==> src/rtl/ebus_responder.sv <==
// EBUS slave responder for a DTE20/RH20-class I/O controller.
// It decodes controller select and function from the EBOX and completes the demand/transfer handshake.
// It captures CONO/DATAO words and drives CONI, DATAI and PI-vector words onto the EBUS data mux.
// It also holds the 3-bit PI assignment and raises the matching PI request line.
module ebus_responder #(
    parameter logic [0:6]  DEV_CS       = 7'o20,
    parameter int          SETTLE       = 2,
    parameter int          DATI_TIMEOUT = 16,
    parameter logic [0:35] INTR_VECTOR  = 36'o0
) (
    input  logic        clk,
    input  logic        eboxResetN,
    input  logic [0:6]  ebusCS,
    input  logic [0:2]  ebusFunc,
    input  logic        ebusDemand,
    input  logic [0:2]  ebusPILevel,
    input  logic [0:35] ebusDataIn,
    output logic        ebusXfer,
    output logic        drvDriving,
    output logic [0:35] drvData,
    output logic [0:7]  ebusPI,
    output logic        devConoStb,
    output logic        devDatoStb,
    output logic [0:35] devWrData,
    input  logic [0:35] devConiData,
    input  logic [0:35] devDatiData,
    input  logic        devDatiReady,
    output logic        devDatiStb,
    input  logic        devIntReq,
    output logic [0:2]  pia
);

    typedef enum logic [2:0] {
        ST_IDLE,
        ST_SETTLE,
        ST_DECODE,
        ST_WAITRDY,
        ST_XFER,
        ST_DROP
    } state_t;

    localparam logic [2:0]  FN_CONO  = 3'd0;
    localparam logic [2:0]  FN_CONI  = 3'd1;
    localparam logic [2:0]  FN_DATAO = 3'd2;
    localparam logic [2:0]  FN_DATAI = 3'd3;
    localparam logic [2:0]  FN_PIADR = 3'd4;
    localparam logic [15:0] SETTLE_LAST = 16'(SETTLE);
    localparam logic [15:0] DATI_LAST   = 16'(DATI_TIMEOUT - 1);

    state_t      state_q, state_d;
    logic [15:0] cnt_q, cnt_d;
    logic [0:9]  sel_q, sel_d;
    logic        drvDriving_q, drvDriving_d;
    logic [0:35] drvData_q, drvData_d;
    logic        conoStb_q, conoStb_d;
    logic        datoStb_q, datoStb_d;
    logic        datiStb_q, datiStb_d;
    logic [0:35] wrData_q, wrData_d;
    logic [0:2]  pia_q, pia_d;
    logic [0:7]  piReq;

    // The low three CONI status bits are always replaced by the PI assignment.
    logic unusedConi;
    assign unusedConi = ^devConiData[33:35];

    // State, counters and all registered outputs; reset aborts any transaction immediately.
    always_ff @(posedge clk or negedge eboxResetN) begin
        if (!eboxResetN) begin
            state_q      <= ST_IDLE;
            cnt_q        <= '0;
            sel_q        <= '0;
            drvDriving_q <= 1'b0;
            drvData_q    <= '0;
            conoStb_q    <= 1'b0;
            datoStb_q    <= 1'b0;
            datiStb_q    <= 1'b0;
            wrData_q     <= '0;
            pia_q        <= '0;
        end else begin
            state_q      <= state_d;
            cnt_q        <= cnt_d;
            sel_q        <= sel_d;
            drvDriving_q <= drvDriving_d;
            drvData_q    <= drvData_d;
            conoStb_q    <= conoStb_d;
            datoStb_q    <= datoStb_d;
            datiStb_q    <= datiStb_d;
            wrData_q     <= wrData_d;
            pia_q        <= pia_d;
        end
    end

    // Handshake sequencing: settle, decode, optional wait for read data, hold transfer until demand drops.
    always_comb begin
        state_d      = state_q;
        cnt_d        = cnt_q;
        sel_d        = sel_q;
        drvDriving_d = drvDriving_q;
        drvData_d    = drvData_q;
        conoStb_d    = 1'b0;
        datoStb_d    = 1'b0;
        datiStb_d    = 1'b0;
        wrData_d     = wrData_q;
        pia_d        = pia_q;

        case (state_q)
            ST_IDLE: begin
                if (ebusDemand) begin
                    state_d = ST_SETTLE;
                    cnt_d   = '0;
                    sel_d   = {ebusCS, ebusFunc};
                end
            end

            ST_SETTLE: begin
                if (!ebusDemand) begin
                    state_d = ST_IDLE;
                end else if ({ebusCS, ebusFunc} != sel_q) begin
                    cnt_d = '0;
                    sel_d = {ebusCS, ebusFunc};
                end else if (cnt_q == SETTLE_LAST) begin
                    state_d = ST_DECODE;
                end else begin
                    cnt_d = cnt_q + 16'd1;
                end
            end

            ST_DECODE: begin
                if (!ebusDemand) begin
                    state_d = ST_IDLE;
                end else if ((ebusFunc >= 3'd5) || ((ebusCS != DEV_CS) && (ebusFunc != FN_PIADR))) begin
                    state_d = ST_DROP;
                end else begin
                    case (ebusFunc)
                        FN_CONO: begin
                            wrData_d  = ebusDataIn;
                            pia_d     = ebusDataIn[33:35];
                            conoStb_d = 1'b1;
                            state_d   = ST_XFER;
                        end
                        FN_DATAO: begin
                            wrData_d  = ebusDataIn;
                            datoStb_d = 1'b1;
                            state_d   = ST_XFER;
                        end
                        FN_CONI: begin
                            drvData_d    = {devConiData[0:32], pia_q};
                            drvDriving_d = 1'b1;
                            state_d      = ST_XFER;
                        end
                        FN_PIADR: begin
                            if (devIntReq && (pia_q != 3'd0) && (pia_q == ebusPILevel)) begin
                                drvData_d    = INTR_VECTOR;
                                drvDriving_d = 1'b1;
                                state_d      = ST_XFER;
                            end else begin
                                state_d = ST_DROP;
                            end
                        end
                        FN_DATAI: begin
                            cnt_d   = '0;
                            state_d = ST_WAITRDY;
                        end
                        default: begin
                            state_d = ST_DROP;
                        end
                    endcase
                end
            end

            ST_WAITRDY: begin
                if (!ebusDemand) begin
                    state_d = ST_IDLE;
                end else if (devDatiReady) begin
                    drvData_d    = devDatiData;
                    drvDriving_d = 1'b1;
                    datiStb_d    = 1'b1;
                    state_d      = ST_XFER;
                end else if (cnt_q == DATI_LAST) begin
                    state_d = ST_DROP;
                end else begin
                    cnt_d = cnt_q + 16'd1;
                end
            end

            ST_XFER: begin
                if (!ebusDemand) begin
                    drvDriving_d = 1'b0;
                    drvData_d    = '0;
                    state_d      = ST_IDLE;
                end
            end

            ST_DROP: begin
                if (!ebusDemand) begin
                    state_d = ST_IDLE;
                end
            end

            default: begin
                state_d = ST_IDLE;
            end
        endcase
    end

    // PI request follows the assignment and device request directly, independent of the handshake.
    always_comb begin
        piReq = '0;
        if (devIntReq && (pia_q != 3'd0)) begin
            piReq[pia_q] = 1'b1;
        end
    end

    assign ebusXfer   = (state_q == ST_XFER);
    assign drvDriving = drvDriving_q;
    assign drvData    = drvData_q;
    assign ebusPI     = piReq;
    assign devConoStb = conoStb_q;
    assign devDatoStb = datoStb_q;
    assign devDatiStb = datiStb_q;
    assign devWrData  = wrData_q;
    assign pia        = pia_q;

endmodule

==> config.mk <==
export PLATFORM = sky130hd
export DESIGN_NAME = ebus_responder
export DESIGN_NICKNAME = d
export VERILOG_FILES = /design/src/rtl/ebus_responder.sv
export SDC_FILE = /design/constraint.sdc
export NUM_CORES = 1
export LEC_CHECK = 0
export ABC_AREA = 1
export CORE_MARGIN = 8
export CORE_UTILIZATION = 50
export CTS_BUF_LIST = sky130_fd_sc_hd__clkbuf_2
export DETAILED_ROUTE_END_ITERATION = 8
export PLACE_DENSITY = 0.85
export RECOVER_POWER = 50
export SKIP_LAST_GASP = 1
export SLEW_MARGIN = 20
export SYNTH_ARGS = -nofsm -noshare
export SYNTH_HDL_FRONTEND = slang
export SYNTH_SLANG_ARGS = --single-unit
==> constraint.sdc <==
create_clock -name clk -period 2.9 [get_ports clk]
set_input_delay 0.58 -clock clk [delete_from_list [all_inputs] [get_ports clk]]
set_output_delay 0.58 -clock clk [all_outputs]
set_load 0.05 [all_outputs]
==> results of run 1 <==
## final timing paths
kind,start,to,slack (ns),depth (start not counted)
setup reg to reg,state_q[0],drvData[24],0.35,11
hold / removal,ebusDataIn[30],devWrData[30],0.46,3
max in group asynchronous,eboxResetN,devWrData[35],0.49,3
min in group asynchronous,eboxResetN,drvData[15],1.12,2
setup / recovery,pia[0],pia[0],0.15,1
hold reg to reg,drvData[5],drvData[5],0.51,2
## area by class of cell
cell class / count / area [um2]
Fill cell: 1007 / 3630
Clock buffer: 9 / 45.0
Sequential cell: 108 / 2700
Timing Repair Buffer: 226 / 2210
Clock inverter: 6 / 85.1
Inverter: 89 / 337
Tap cell: 168 / 210
Multi-Input combinational cell: 624 / 2840
## state kept, by name, indices dropped and copies added (netlist names)
signal,count
cnt_q,16
devConoStb,1
devDatiStb,1
devDatoStb,1
devWrData,36
drvData,36
drvDriving,1
pia,3
sel_q,10
state_q,3
## cell usage in the layout, fill, tap and decap left out, types with 3 or more instances in the layout
cell type and count:
o21ai_0 51, clkdlybuf4s50_1 199, nor3_1 5, nor2_1 50
nand4_1 43, inv_1 80, inv_2 6, xor2_1 7
buf_4 17, nand3_1 87, nand2_1 347, clkbuf_2 9
o21ai_1 3, xnor2_1 7, clkbuf_1 4, dfrtp_1 108
nor2_4 3, a21oi_1 3
## per-stage QoR
stage               instance area, um2  power, mW
global placement                  8340       5.31
CTS                               8480       6.14
floorplan                         6190       4.47
detailed placement                8340       5.38
global route                      8430       6.52
finish                            8430       6.10
## kinds of logic (layout without fill, tap and decap cells)
kind of cell               Yosys count  after routing  share of synthesized area, %
DFF                                108            108                          43.7
AOI/OAI and AO/OA                   63             63                          5.62
buffers and inverters              136            330                          10.2
adders and majority gates            2              2                         0.404
and+or+nand+nor                    544            544                          38.0
xor gates and xnor gates            14             14                          1.98
other                                1              1                        0.0606
## repair_timing
action,4_1_cts,5_1_grt
setup endpoints to repair,1,0
gates resized for setup,1,0
hold buffers,1,0
endpoints found under the hold margin,37,0
## routing by layer
metal	track usage [%]	wire [um]
met1	28.6	7670
met2	36.2	8250
met3	9.07	2240
met4	4.13	149
met5	0	0
## power breakdown
part	internal, mW	switching (mW)
Clock	0.216	0.539
Combinational	1.03	2.28
Sequential	1.83	0.204
Total	3.08	3.02
==> impl_metrics.tcl, run 1 <==
set metrics [dict create \
    status "finished, violations left" \
    violations "max-capacitance violations, max-slew violations" \
    stdcell_count 1230 \
    drt-vias-per-instance 5.07 \
    slowest_delay_ns 0.91 \
    yosysMostFrequentCell "nand2_1" \
    post_drt_wl_per_cell_um 14.9 \
    crit_buf_inv 1 \
    die_w_um 127 \
    cts_buffer_depth 2 \
    drt_first_pass_iters 5 \
    place_congestion 0.896 \
    numClockSinks 108 \
    hpwl_mm 13.7 \
    die_area_um2 16200 \
    synth_nets 996 \
    grt_pass1_vias 6011 \
    crit_family "buffers and inverters" \
    core_um2 12100 \
    worst_slack_ns 0.148 \
    drive_above_1_share_pct 5.37 \
    synth_top_cell_by_area "dfrtp_1" \
    fin_crit_sh_pct 94.9 \
    seq_area_frac_synth_pct 43.7 \
    synthArstFlopShare_pct 100 \
    crit_type "flip-flop to output port" \
    ys_seq_elements 108 \
    timing.hold.ws_ns 0.456 \
    grt.overflow.total 0 \
    slowest_stage "clkdlybuf4s50_1" \
    ys.flop_type "dfrtp_1" \
    via_count 6232 \
    hold_class "input port to flip-flop" \
    portBuffers 209 \
    netlist_area_um2 6190 \
    drtIter0Drc 576 \
    crit_chain "clkdlybuf4s50_1" \
    worstSetupStartpointType "flip-flop" \
    die_h_um 127 \
    antenna_found_initial 0 \
    grtUsageTotal_pct 22.7 \
    relSlewSlack_pct -50.1 \
    fp-row-count 40 \
    grt_max_degree 54 \
    yosys-top-cells-count "347 x nand2_1, 108 x dfrtp_1, 86 x nand3_1" \
    cts-root-buf "clkbuf_2" \
    grt_pass1_wl_mm 30.1 \
    final_util_pct 69.9 \
    dp_slack_ns 0.161 \
    crit_path_end_kind "output port" \
    required_ns 2.32 \
    path_clk_slew_ns 0.31 \
    drc_errors 0 \
    synth.top_cell.area_share_pct 43.7 \
    syn_avg_cell_area_um2 7.13 \
    cts_setup_buffers 0 \
    drtAntennaViolNets 0 \
    ios 214 \
    vdd_drop_max_mv 0.365 \
    start_util_pct 51.3 \
    cts_max_level 3 \
    drt-total-wl_mm 18.3 \
    fmax_mhz 363 \
    timing.setup.tns_ns 0 \
    netlist_instances 868 \
    final_hold_viol_count 0 \
    nNetsFinal 1186 \
    finClkSkew_ns 0.0367 \
    maxCapViolCount 1 \
    diodes 0 \
    yosys-top-cells-area "dfrtp_1 44%, nand2_1 21%, nand3_1 7.0%" \
    fin_crit_ns 2.75 \
    tightest_slew_ns 2.25 \
    yosys_warnings 0 \
    p_per_area_nw_per_um2 723 \
    arrival_ns 2.17 \
    setup_viol 0 \
    placed_cells 1214 \
    synth-edff-count 0 \
    syn2layout_area_growth_pct 36.3 \
    clkLatencyLatePin_ns 0.62 \
    synth_cell_types 37 \
    p_leak_nw 4.24 \
    maxSlewViolCount 40 \
    rsz0062_at_grt "false" \
    cts_buffers 9 \
    cts_tree "built" \
    cp_max_fo 8 \
]
(Power assumes the default switching activity.)
==> run 2: changes to the inputs <==
CORE_ASPECT_RATIO = 1.2   (was default)
TNS_END_PERCENT = 50   (was default)
==> run 2 against run 1 <==
The flow now finishes without violations. Via count is 0.47% lower. Sequential power barely moved. Hold slack got worse by 0.034 ns. Cell area down 0.28%. Clock power down 4.9%. Largest cell class unchanged. Worst setup slack improved by 0.040 ns. Flip-flop and latch count did not move. Clock-buffer cell count stayed put. First-iteration DRC count fell by 2.6%. Combinational power about the same. Critical path type unchanged. Power fell by 0.67%.
==> impl_metrics.tcl, run 2 (synthesis gave the netlist of run 1 again) <==
set metrics [dict create \
    status "complete, no violations" \
    portBuffers 209 \
    nNetsFinal 1185 \
    worst_slack_ns 0.188 \
    relSlewSlack_pct 11.6 \
    pwr-share-clk_pct 11.9 \
    fmax_mhz 369 \
    arrival_ns 2.13 \
    post_drt_wl_per_cell_um 14.7 \
    grt_max_degree 58 \
    swShare_pct 50.4 \
    timing.hold.ws_ns 0.422 \
    fp-row-count 44 \
    cts_buffers 9 \
    grt.overflow.total 0 \
    grt_pass1_vias 5955 \
    layout_commonest_cell "nand2_1" \
    setup_viol 0 \
    placed_cells 1206 \
    p_int_mw 3.01 \
    numClockSinks 108 \
    layout_common_cells "347 x nand2_1, 199 x clkdlybuf4s50_1, 108 x dfrtp_1" \
    p_leak_nw 4.23 \
    syn2layout_area_growth_pct 35.9 \
    die_h_um 138 \
    drt-total-wl_mm 17.9 \
    cp_max_fo 6 \
    cts_tree "built" \
    vdd_drop_max_mv 0.519 \
    required_ns 2.32 \
    drive_above_1_share_pct 5.84 \
    via_count 6203 \
    drt_first_pass_iters 5 \
    p_comb_share_pct 54.6 \
    hold_class "input port to flip-flop" \
    finClkSkew_ns 0.0227 \
    drtIter0Drc 561 \
    tightest_slew_ns 1.33 \
    core_um2 12100 \
    maxSlewViolCount 0 \
    fin_crit_sh_pct 93.5 \
    cts_buffer_depth 2 \
    p_per_area_nw_per_um2 721 \
    die_w_um 118 \
    p_seq_share_pct 33.5 \
    maxCapViolCount 0 \
    dp_slack_ns 0.228 \
    drc_errors 0 \
    cts_max_level 3 \
    grt_pass1_wl_mm 29.0 \
    antenna_found_initial 2 \
    ios 214 \
    cts-root-buf "clkbuf_2" \
    rsz0062_at_grt "false" \
    p_sw_mw 3.05 \
    crit_type "flip-flop to output port" \
    timing.setup.tns_ns 0 \
    clkLatencyLatePin_ns 0.65 \
    crit_path_end_kind "output port" \
    hpwl_mm 13.3 \
    start_util_pct 51.1 \
    grtUsageTotal_pct 21.9 \
    place_congestion 0.906 \
    worstSetupStartpointType "flip-flop" \
    final_util_pct 69.4 \
    drt-vias-per-instance 5.07 \
    die_area_um2 16200 \
    final_hold_viol_count 0 \
    path_clk_slew_ns 0.32 \
    stdcell_count 1224 \
    fin_crit_ns 2.71 \
    drtAntennaViolNets 0 \
]
[run 2: power by group through the flow]
| stage | clock network [mW] | logic, mW | registers, mW |
|---|---|---|---|
| 4_1_cts | 0.723 | 3.33 | 2.03 |
| 3_5_place_dp | 0 | 3.33 | 2.06 |
| 2_1_floorplan | 0 | 1.66 | 2.81 |
| 5_1_grt | 0.779 | 3.59 | 2.08 |
| 3_3_place_gp | 0 | 3.27 | 2.05 |
| 6_report | 0.719 | 3.31 | 2.03 |
[run 2: critical path: stages (launching register included)]
cell,delay (ns)
dfrtp_1,0.53
nor2_1,0.16
inv_2,0.06
nor2_4,0.16
dlygate4sd2_1,0.58
[run 2: per-layer routing]
layer | wire (um) | track usage, % | share of wire (%) | up-vias
li1 | - | - | - | 3127
met1 | 7260 | 24.0 | 41 | 2853
met2 | 9250 | 41.0 | 52 | 188
met3 | 1000 | 5.04 | 5.6 | 33
met4 | 405 | 7.91 | 2.3 | 2
met5 | 13 | 0 | 0.072 | -
[run 2: per-stage QoR]
stage / power, mW / instance area, um2
floorplan: 4.47 / 6190
global route: 6.45 / 8410
detailed placement: 5.39 / 8310
global placement: 5.32 / 8310
finish: 6.06 / 8410
CTS: 6.09 / 8440
[run 2: path summary, 6_finish.rpt]
| check | slack (ns) | cells after the start | startpoint | endpoint |
|---|---|---|---|---|
| worst min register to register | 0.51 | 2 | drvDriving | drvDriving |
| worst min-delay path | 0.42 | 3 | ebusDataIn[11] | devWrData[11] |
| worst max register to register | 0.35 | 10 | state_q[1] | drvData[31] |
| worst max-delay path | 0.19 | 4 | state_q[1] | ebusXfer |
| max in group asynchronous | 0.67 | 3 | eboxResetN | state_q[1] |
| min in group asynchronous | 0.67 | 2 | eboxResetN | drvData[16] |
[run 2: what timing repair did]
| action | CTS | global route |
|---|---|---|
| setup endpoints to repair | 1 | 0 |
| endpoints found under the hold margin | 21 | 0 |
| gates resized for setup | 1 | 0 |
| hold buffers | 1 | 0 |
| buffers inserted | 0 | 0 |
[run 2: area by class of cell]
| type | count | area (um2) |
|---|---|---|
| multi-input cells | 624 | 2850 |
| clock buffers | 9 | 45.0 |
| repair buffers | 225 | 2200 |
| diodes | 1 | 2.50 |
| fillers | 995 | 3700 |
| inverters | 89 | 337 |
| flip-flops and latches | 108 | 2700 |
| well taps | 161 | 201 |
| clock inverters | 7 | 75.1 |
